`src/rtl/taus_urng_ctrl.sv`:
```
// taus_urng_ctrl: seeds, warms up and arbitrates two Tausworthe URNGs between two requesters
// Ports: iClk/iRst (async active-low); iCfg_we/iCfg_addr/iCfg_wdata seed writes (IDLE only);
//   iStart/iStop pulses; oSeed1..6 seeds, oGen_rst generator reset; iTaus1/iTaus2 generator words;
//   iReq/oGnt/oValid/oData round-robin word delivery; oBusy not-IDLE; oErr seed error.
// Macro TAUS_SEED_CHECK_EN enables the seed checker; when undefined oErr is tied to 0.
module taus_urng_ctrl #(
  parameter int WARMUP = 16,
  parameter int SEED_RST_CYC = 2
) (
  input  logic        iClk,
  input  logic        iRst,
  input  logic        iCfg_we,
  input  logic [2:0]  iCfg_addr,
  input  logic [31:0] iCfg_wdata,
  input  logic        iStart,
  input  logic        iStop,
  output logic [31:0] oSeed1,
  output logic [31:0] oSeed2,
  output logic [31:0] oSeed3,
  output logic [31:0] oSeed4,
  output logic [31:0] oSeed5,
  output logic [31:0] oSeed6,
  output logic        oGen_rst,
  input  logic [31:0] iTaus1,
  input  logic [31:0] iTaus2,
  input  logic [1:0]  iReq,
  output logic [1:0]  oGnt,
  output logic [31:0] oData,
  output logic        oValid,
  output logic        oBusy,
  output logic        oErr
);
  typedef enum logic [1:0] {stIdle, stLoad, stWarm, stRun} stateT;
  stateT state;
  logic [15:0] cnt;
  logic rrPtr, ppPtr, seedBad;
  logic [1:0] gnt;
  // rrPtr names the requester favoured when both ask; it flips to the other after each grant
  assign gnt = (iReq == 2'b11) ? (rrPtr ? 2'b10 : 2'b01) : iReq;
`ifdef TAUS_SEED_CHECK_EN
  // each Tausworthe component needs its seed above 1, 7 or 15 or it degenerates
  assign seedBad = (oSeed1 <= 32'd1) || (oSeed4 <= 32'd1) || (oSeed2 <= 32'd7) ||
                   (oSeed5 <= 32'd7) || (oSeed3 <= 32'd15) || (oSeed6 <= 32'd15);
  always_ff @(posedge iClk or negedge iRst)
    if (!iRst) oErr <= 1'b0;
    else oErr <= iCfg_we ? 1'b0 : (state == stIdle && iStart && seedBad) ? 1'b1 : oErr;
`else
  assign seedBad = 1'b0;
  assign oErr = 1'b0;
`endif
  always_ff @(posedge iClk or negedge iRst)
    if (!iRst) begin
      state <= stIdle;
      oSeed1 <= '0;
      oSeed2 <= '0;
      oSeed3 <= '0;
      oSeed4 <= '0;
      oSeed5 <= '0;
      oSeed6 <= '0;
      oGen_rst <= 1'b1;
      oGnt <= '0;
      oValid <= 1'b0;
      oData <= '0;
      oBusy <= 1'b0;
      rrPtr <= 1'b0;
      ppPtr <= 1'b0;
      cnt <= '0;
    end else begin
      oGnt <= '0;
      oValid <= 1'b0;
      if (state != stIdle && iStop) begin
        state <= stIdle;
        oGen_rst <= 1'b1;
        oBusy <= 1'b0;
        cnt <= '0;
      end else
        case (state)
          stIdle: begin
            if (iCfg_we)
              case (iCfg_addr)
                3'd0: oSeed1 <= iCfg_wdata;
                3'd1: oSeed2 <= iCfg_wdata;
                3'd2: oSeed3 <= iCfg_wdata;
                3'd3: oSeed4 <= iCfg_wdata;
                3'd4: oSeed5 <= iCfg_wdata;
                3'd5: oSeed6 <= iCfg_wdata;
                default: ;
              endcase
            if (iStart && !seedBad) begin
              state <= stLoad;
              oBusy <= 1'b1;
              cnt <= '0;
            end
          end
          stLoad:
            if (cnt == 16'(SEED_RST_CYC - 1)) begin
              cnt <= '0;
              state <= (WARMUP == 0) ? stRun : stWarm;
              oGen_rst <= 1'b0;
            end else cnt <= cnt + 16'd1;
          stWarm:
            if (cnt == 16'(WARMUP - 1)) begin
              cnt <= '0;
              state <= stRun;
            end else cnt <= cnt + 16'd1;
          stRun:
            if (|gnt) begin
              oGnt <= gnt;
              oValid <= 1'b1;
              oData <= ppPtr ? iTaus2 : iTaus1;
              ppPtr <= ~ppPtr;
              rrPtr <= gnt[0];
            end
          default: state <= stIdle;
        endcase
    end
endmodule

```
`config.mk`:
```
export PLATFORM = sky130hd
export DESIGN_NAME = taus_urng_ctrl
export DESIGN_NICKNAME = d
export VERILOG_FILES = /design/src/rtl/taus_urng_ctrl.sv
export SDC_FILE = /design/constraint.sdc
export NUM_CORES = 1
export LEC_CHECK = 0
export ABC_CLOCK_PERIOD_IN_PS = 3300
export BUFFER_PORTS_ARGS = -buffer_cell sky130_fd_sc_hd__buf_2
export CORE_MARGIN = 2
export CORE_UTILIZATION = 40
export DETAILED_ROUTE_END_ITERATION = 8
export GPL_TIMING_DRIVEN = 1
export PLACE_DENSITY = 0.74
export SETUP_SLACK_MARGIN = 0.1
export SYNTH_ARGS = -nofsm -noshare
export SYNTH_HDL_FRONTEND = slang
export SYNTH_SLANG_ARGS = --single-unit
```
`constraint.sdc`:
```
create_clock -name iClk -period 3.3 [get_ports iClk]
set_input_delay 0.495 -clock iClk [delete_from_list [all_inputs] [get_ports iClk]]
set_output_delay 0.495 -clock iClk [all_outputs]
set_load 0.02 [all_outputs]
```
Yosys cells after proc, flatten, opt, wreduce, memory -nomap -nowiden --
Cells that the tools add are included.
Cells by class: add/sub/neg operators 1, eq/ne operators 14, muxes and demuxes 25, bitwise operators 2, reduce and logical (&&, ||, !) cells 21
Operators by type and width (count):
- 16-bit 2-to-1 mux | 4
- 16-bit one-hot mux with 3 select lines | 1
- 32-bit 2-to-1 mux | 1
- 4-bit AND reduction | 7
- 2-bit 2-to-1 mux | 9
- 16-bit by 1-bit adder with 16-bit output (second input constant) | 1
- 16-bit by 1-bit == test with 1-bit output (second input constant) | 1
- 16-bit by 4-bit == test with 1-bit output (second input constant) | 1
- 2-bit nonzero test | 5
- 1-bit 2-to-1 mux | 9
- 3-bit != test (second input constant) | 3
- 2-bit == test (second input constant) | 3
- 3-bit by 2-bit == test with 1-bit output (second input constant) | 2
- 3-bit == test (second input constant) | 2
- 2-bit one-hot mux with 3 select lines | 1
- 2-bit AND reduction | 3
- 4-bit nonzero test | 1
- 3-bit by 1-bit == test with 1-bit output (second input constant) | 1
- 3-bit zero test | 1
- 3-bit AND reduction | 1
- 2-bit by 1-bit == test with 1-bit output (second input constant) | 1
- 2-bit zero test | 1
- 1-bit NOT | 2
- 2-bit OR reduction | 1
- 1-bit logical AND | 1
Word-level totals: bits in registers 249, input port bits 106, output and inout bits 230, logic and storage cells 78

Depth between registers and ports, before layout --
Gate-level depths: netlist (run 1).
depth after elaboration 6, depth in mapped cells 9, mapped depth without buffers 7

Worst setup path after synthesis (run 1) --
No wires, ideal clock.
kind register to register, start point reg state[0], end point reg cnt[10], library setup time 0.122 ns, arrival time 1.987 ns, data required time 3.178 ns, slack 1.191 ns, stages on the path, launching flop included 10, path buffers 2, period minus slack after synthesis 2.109 ns, path through dfrtp_1 -> inv_1 -> ha_1 -> buf_6 -> nand2b_2 -> and3_2 -> a22oi_4 -> and2_4 -> buf_12 -> nor2_4
Between the ends: word-level cells in the longest chain between the ends 4, elaborated cells between the ends (all ways) 10, those cells by class eq/ne (3); mux (2); reduce/logical (5)
RTL lines:
- start: declaration | line 34 | stateT state;
- start signal: assignment | line 53 | state <= stIdle;
- start signal: assignment | line 72 | state <= stIdle;
- start signal: assignment | line 90 | state <= stLoad;
- 2-bit nonzero test | line 71 | if (state != stIdle && iStop) begin
- 1-bit logical AND | line 71
- 3-bit != test (no source line) / 4-bit nonzero test (equally long branches)
- 2-bit AND reduction (no source line)
- end signal: assignment | line 100 | end else cnt <= cnt + 16'd1;
- end signal: assignment | line 105 | end else cnt <= cnt + 16'd1;
- end: declaration | line 35 | logic [15:0] cnt;
Parallel ways exist; a longest one is shown, timed or not. A chain may end at the register's enable or synchronous reset.

Final worst setup path (run 1) --
start point reg state[0], end point reg oSeed5[12]
Between the ends: word-level cells in the longest chain between the ends 4, elaborated cells between the ends (all ways) 5, those cells by class bitwise (1); reduce/logical (4)
RTL lines:
- 2-bit nonzero test | line 71
- 1-bit logical AND | line 71
- 1-bit NOT (no source line)
- 4-bit AND reduction (no source line) *
- end signal: assignment | line 85 | 3'd4: oSeed5 <= iCfg_wdata;
- end: declaration | line 21 | output logic [31:0] oSeed5,
Mark *: on every way between the ends. The rest lies on a longest branch, timed or not.

==> results of run 1 <==
[timing repair]
| item | 4_1_cts | 5_1_grt |
|---|---|---|
| hold endpoints to repair | 54 | 0 |
| endpoints found under the setup margin | 0 | 0 |
| hold buffers | 1 | 0 |
[cell type report]
cell class | count | area (sq um) | share of cell area
clock buffer | 34 | 711 | 0.0544
clock inverter | 8 | 108 | 0.00824
inverter | 8 | 30.0 | 0.00230
multi-input combinational | 407 | 3740 | 0.286
sequential | 249 | 6230 | 0.477
tap | 330 | 413 | 0.0316
timing repair buffer | 346 | 1820 | 0.140
[placed cells by master, fill, tap and decap left out, types with 2 or more instances in the layout]
cell type	n
clkinv_2	3
xor2_1	9
clkbuf_1	5
mux2i_1	32
clkbuf_8	3
ha_1	6
nor4_1	2
nand4_2	2
clkbuf_16	26
and3_1	8
nor2_4	11
nor2b_1	4
buf_2	333
nand2_1	43
nand4_1	4
a22o_1	5
nor2_1	4
nand3_1	5
inv_1	8
and4_1	2
dfrtp_1	247
mux2_1	7
buf_12	4
and3_2	3
nor4_4	3
a211o_1	2
buf_4	7
o21ai_0	41
bufinv_16	2
mux2_2	186
[flip-flops by register name, summed over array words and instances (netlist names)]
register and cells:
oSeed6 32, oSeed5 32, oValid 1, oSeed3 32, oGnt 2, oBusy 1
cnt 16, oData 32, state 2, rrPtr 1, oSeed1 32, oSeed2 32
oGen_rst 1, ppPtr 1, oSeed4 32
[critical path, delay by kind of cell (launching register included)]
family                   cells  cell delay (ns)
multiplexers                 1             0.43
AND/OR/NAND/NOR              2             1.07
adder cells (fa/ha/maj)      1             0.39
flip-flops                   1             0.48
buffers and inverters        1             0.16
[power by group]
part | switching, uW | internal [uW]
sequential | 819 | 4460
clock | 1160 | 1660
combinational | 3360 | 2230
[kinds of logic (layout without fill, tap and decap cells)]
group | count (synthesis) | in the layout | synth area share
AOI/OAI and AO/OA | 60 | 60 | 0.0388
xor gates and xnor gates | 10 | 10 | 0.00862
adders and majority gates | 6 | 6 | 0.00738
buffers and inverters | 44 | 396 | 0.0219
DFF | 249 | 249 | 0.613
muxes | 226 | 226 | 0.247
other | 1 | 1 | 0.000369
and+or+nand+nor | 104 | 104 | 0.0631
[through the flow]
stage | cell area (sq um) | power [uW] | hold slack (ns) | setup WS (ns) | instances
final | 13100 | 13700 | 0.223 | 0.613 | 1382
after global routing | 13100 | 14500 | 0.208 | 0.441 | 1382
after CTS | 13100 | 13800 | 0.199 | 0.596 | 1382
after detailed placement | 12200 | 10900 | 0.450 | 0.608 | 1339
after global placement | 12200 | 10800 | 0.450 | 0.710 | 1339
after floorplan | 10200 | 8860 | 0.199 | 1.19 | 700
[final timing paths]
| path | startpoint | to | slack [ns] | depth (start not counted) |
|---|---|---|---|---|
| max | state[0] | oSeed5[12] | 0.61 | 5 |
| min | iReq[1] | oGnt[0] | 0.22 | 2 |
| max reg2reg | state[0] | oSeed5[12] | 0.61 | 5 |
| min reg2reg | oData[29] | oData[29] | 0.47 | 2 |
| max in group asynchronous | iRst | oSeed3[25] | 1.99 | 3 |
| min in group asynchronous | iRst | oSeed1[8] | 0.49 | 2 |
[layer usage]
| layer | share of wire | global-route usage | vias up | wire, microns |
|---|---|---|---|---|
| li1 | - | - | 3167 | - |
| met1 | 0.42 | 0.237 | 3384 | 10700 |
| met2 | 0.48 | 0.322 | 289 | 12200 |
| met3 | 0.084 | 0.0482 | 32 | 2130 |
| met4 | 0.017 | 0.0438 | 0 | 428 |
| met5 | 0 | 0 | - | 0 |
==> impl_results.md, run 1 <==
- DRC violations left: 0
- Worst Path Required: 3.70 ns
- Outcome: complete, no violations
- Synth top cells by count: dfrtp_1, mux2_2, nand2_1
- Maxcap violations: 0
- Reg clk slew, reported paths: 0.06 ns
- Buffer count from post-CTS setup fixing: 0
- Global-route wire length before repair: 39000 microns
- Share of layout cells above drive strength 1: 0.572
- Syn Inst Count: 700
- Hold Path Class: in2reg
- Arrival @ worst endpoint: 3.09 ns
- PwrDens: 1050 mW/mm^2
- Post-cts repair resize count: 0
- # setup viols final: 0
- Setup crit end kind: flip-flop
- Yosys warns: 0
- Avg Inst Size Synth: 14.5 sq um
- Cell variety after synth: 55
- Post-synthesis instance area: 0.0102 sq mm
- Antenna cells: 0
- CTS buffer count: 26
- Routed vias/inst: 4.97
- Fin crit share: 0.814
- DP Wirelength: 17700 microns
- CP max FO: 32
- Worst-Skew Late Latency: 0.53 ns
- Final nets: 1150
- Clock Sinks: 249
- Grt ovf: 0
- Row count: 58
- Count leader, synth: dfrtp_1
- Vias in the first global route: 6914
- Final Max Tran Viols: 0
- Routability cong.: ~0.81
- Slew HR: 0.390
- Die area: 0.0267 sq mm
- Critical-path cell list: inv_1 > ha_1 > nand3_1 > or3_2 > mux2_2
- Register area share after synthesis: 0.613
- Post-Route Setup TNS: 0 ns
- Antenna Violating Nets Remaining: 0
- CTS tree: yes
- Syn nets: 812
- Register bit total from synthesis: 249
- Crit path launch type: flip-flop
- GRT Total Usage: 0.187
- Area delta synth->final: 28.5%
- Leak Pwr: 0.00659 uW
- Worst Skew: 0.0186 ns
- Hold Vio Cnt, Final: 0
- Tmin final: 2.69 ns
- Synth area leader: dfrtp_1
- Core area: 0.0250 sq mm
- Root Driver: clkbuf_16
- Number of synthesized flops with an enable pin: 0
- Kind of critical path: reg2reg
- I/O Pins: 336
- Max Buffers Root-to-Sink: 3
- Die Width: 163 microns
- Vias: 6872
- Max VDD drop: 0.589 mV
- Starting density of the core: 0.406
- RSZ-0062 raised after global routing: no
- Slew of the pin with the lowest slew margin: 0.915 ns
- Share of synthesized registers carrying an async set or reset: 1.00
- WL per Instance: 18.4 microns
- Initial antenna violation count: 0
- Pin count of the biggest net entering global routing: 79
- Number of fill cells: ~2100
- Utilization after layout: 0.522
- Dominant cells by area after synthesis: dfrtp_1, mux2_2, mux2i_1
- FMAX: 0.372 GHz
- Crit path max-delay cell type: or3_2
- Starting DRT DRC Count: ~360
- Final wirelength: approximately 25000 microns
- Main synth FF type: dfrtp_1
- Initial DRT Pass Iterations: 4
- Die Span Y: 163 microns
- H-tree depth: 1
- PortBufs: 334
- Yosys top cell area share: 0.610
- Crit-path max cell delay: 0.86 ns
(Power assumes the default switching activity.)
==> inputs of run 2 (changes only) <==
Settings changed: ABC_CLOCK_PERIOD_IN_PS 3300 to 2400, PLACE_DENSITY 0.74 to 0.76.
Clock period 3.3 ns to 2.4 ns, I/O delays scaled along.
==> impl_results.md, run 2 (same netlist as run 1, synthesis figures left out) <==
- PortBufs: 334 (unchanged)
- Worst-Skew Late Latency: 0.53 ns (about the same)
- RSZ-0062 raised after global routing: no
- Power share of the clock group: 0.198 (-0.008)
- Reg clk slew, reported paths: 0.06 ns (about the same)
- Antenna Violating Nets Remaining: 0 (unchanged)
- Post-Route Setup TNS: 0 ns (unchanged)
- GRT Total Usage: 0.186 (-0.00138)
- Die Span Y: 163 microns (unchanged)
- Most frequent cells in the layout: buf_2, dfrtp_1, mux2_2
- Row count: 58 (unchanged)
- Die Width: 163 microns (unchanged)
- Critical-path cell list: inv_1 > ha_1 > buf_4 > nand2b_2 > and3_2 > a22oi_4 > and2_2 > nor2_4
- Area delta synth->final: 29.5%
- Critical Path Start: state[0]
- # setup viols final: 0 (unchanged)
- Max Buffers Root-to-Sink: 3 (unchanged)
- Commonest non-fill, non-tap cell in the layout: buf_2
- DP Wirelength: 17700 microns (+0.24%)
- Crit path launch type: flip-flop
- Net switching power: 7340 uW (+37%)
- Initial antenna violation count: 0 (unchanged)
- Clock Sinks: 249 (unchanged)
- CTS tree: yes
- Highest metal used: met4
- Hold slack final: 0.0723 ns (-0.150 ns)
- Maxcap violations: 0 (unchanged)
- Final nets: 1162 (+1.0%)
- Internal power: 11400 uW (+37%)
- Fin crit share: 0.905 (+0.0905)
- Vias in the first global route: 7064 (+2.2%)
- Vias: 6981 (+1.6%)
- Slew of the pin with the lowest slew margin: 0.602 ns (-0.313 ns)
- Reg2reg path depth: 8 (+3)
- Hold Vio Cnt, Final: 0 (unchanged)
- PwrDens: 1420 mW/mm^2 (+36%)
- FMAX: 0.461 GHz (+24%)
- CP top delay family: simple AND/OR/NAND/NOR gates
- Sw Share: 0.391 (+0.00114)
- Antenna cells: 0 (unchanged)
- CP max FO: 10 (-69%)
- Number of fill cells: 2124 (-0.75%)
- Final wirelength: 25300 microns (-0.49%)
- Root Driver: clkbuf_16
- CP Buf/Inv Count: 2 (+1)
- Slew HR: 0.599 (+0.208)
- Hold Path Class: in2reg
- Initial DRT Pass Iterations: 5 (+1)
- WL per Instance: 18.2 microns (-1.4%)
- WHS Path Cells: 2 (unchanged)
- Grt ovf: 0 (unchanged)
- Met2 WL post-DR: 12600 microns (+3.1%)
- Met1 Wirelength: 10400 microns (-3.3%)
- DRC violations left: 0 (unchanged)
- Global-route wire length before repair: 39100 microns (about the same)
- Multi-input logic area: 0.00375 sq mm (+0.20%)
- FF-to-FF Start: state[0]
- Share of layout cells above drive strength 1: 0.577 (+0.00482)
- Tmin final: 2.17 ns (-0.516 ns)
- H-tree depth: 1 (unchanged)
- Outcome: complete, no violations
- Final Max Tran Viols: 0 (unchanged)
- Register area: 0.00623 sq mm (unchanged)
- Levels on crit path: 8 (+3)
- Reg power frac: 0.384 (about the same)
- Pin count of the biggest net entering global routing: 75 (-5.1%)
- Worst Skew: 0.0275 ns (+0.00883 ns)
- Met3 wire length: 2140 microns (+0.33%)
- Core area: 0.0250 sq mm (unchanged)
- Routability cong.: 0.834 (+2.4%)
- Starting DRT DRC Count: 321 (-10%)
- Crit path max-delay cell type: dfrtp_1
- Min-delay src: iReq[1]
- Logic pwr share: 0.418 (+0.010)
- Crit-path max cell delay: 0.35 ns (-0.51 ns)
- Arrival @ worst endpoint: 2.59 ns (-0.50 ns)
- Utilization after layout: 0.526 (+0.00405)
- Kind of critical path: reg2reg
- Max VDD drop: 0.841 mV (+43%)
- CTS buffer count: 25 (-3.8%)
- Die area: 0.0267 sq mm (unchanged)
- Leak Pwr: 0.00663 uW (+0.73%)
- Worst Path Required: 2.82 ns (-0.88 ns)
- Starting density of the core: 0.406 (unchanged)
- Setup crit end kind: flip-flop
- I/O Pins: 336 (unchanged)
- Routed vias/inst: 5.01 (+0.71%)
-- run 2: repair_timing --
action                                  CTS  global route
resized for setup                         0             0
buffers inserted                          0             2
endpoints found under the hold margin    66             0
endpoints found under the setup margin    0            33
hold buffers                              1             0
-- run 2: final timing paths --
| check | end | slack [ns] |
|---|---|---|
| max | cnt[14] | 0.23 |
| min | oGnt[0] | 0.07 |
| max reg2reg | cnt[14] | 0.23 |
| min reg2reg | oData[26] | 0.48 |
| max in group asynchronous | oSeed5[15] | 1.20 |
| min in group asynchronous | oSeed1[9] | 0.38 |
-- run 2: per-layer routing --
| layer | GRT usage | vias up |
|---|---|---|
| li1 | - | 3191 |
| met1 | 0.234 | 3469 |
| met2 | 0.321 | 300 |
| met3 | 0.0508 | 21 |
| met4 | 0.0394 | 0 |
| met5 | 0 | - |
-- run 2: cell type report --
type	instances	area share
Sequential cell	249	0.474
Multi-Input combinational cell	408	0.285
Timing Repair Buffer	358	0.149
Clock buffer	34	0.0531
Tap cell	330	0.0314
Clock inverter	7	0.00551
Inverter	8	0.00228
-- run 2: stage by stage --
step / power (uW) / cells / setup slack (ns) / area, sq um
CTS: 18900 / 1391 / 0.187 / 13100
finish: 18800 / 1394 / 0.229 / 13200
global placement: 14800 / 1349 / 0.275 / 12300
detailed placement: 15100 / 1349 / 0.212 / 12300
global route: 19800 / 1394 / 0.0955 / 13200
floorplan: 12200 / 700 / 0.291 / 10200
-- run 2: worst register-to-register path, delay by kind of cell, from the launching register on --
family | cells | cell delay (ns)
buffers and inverters | 2 | 0.25
AOI/OAI and AO/OA | 1 | 0.32
DFF | 1 | 0.35
and+or+nand+nor | 4 | 0.89
adders and majority gates | 1 | 0.24
-- run 2: power by group through the flow --
stage,clock network [uW],registers [uW],logic (uW)
after CTS,3830,7220,7890
after floorplan,0,9470,2710
after global placement,0,7140,7710
final,3720,7200,7830
after global routing,4000,7450,8380
after detailed placement,0,7240,7860
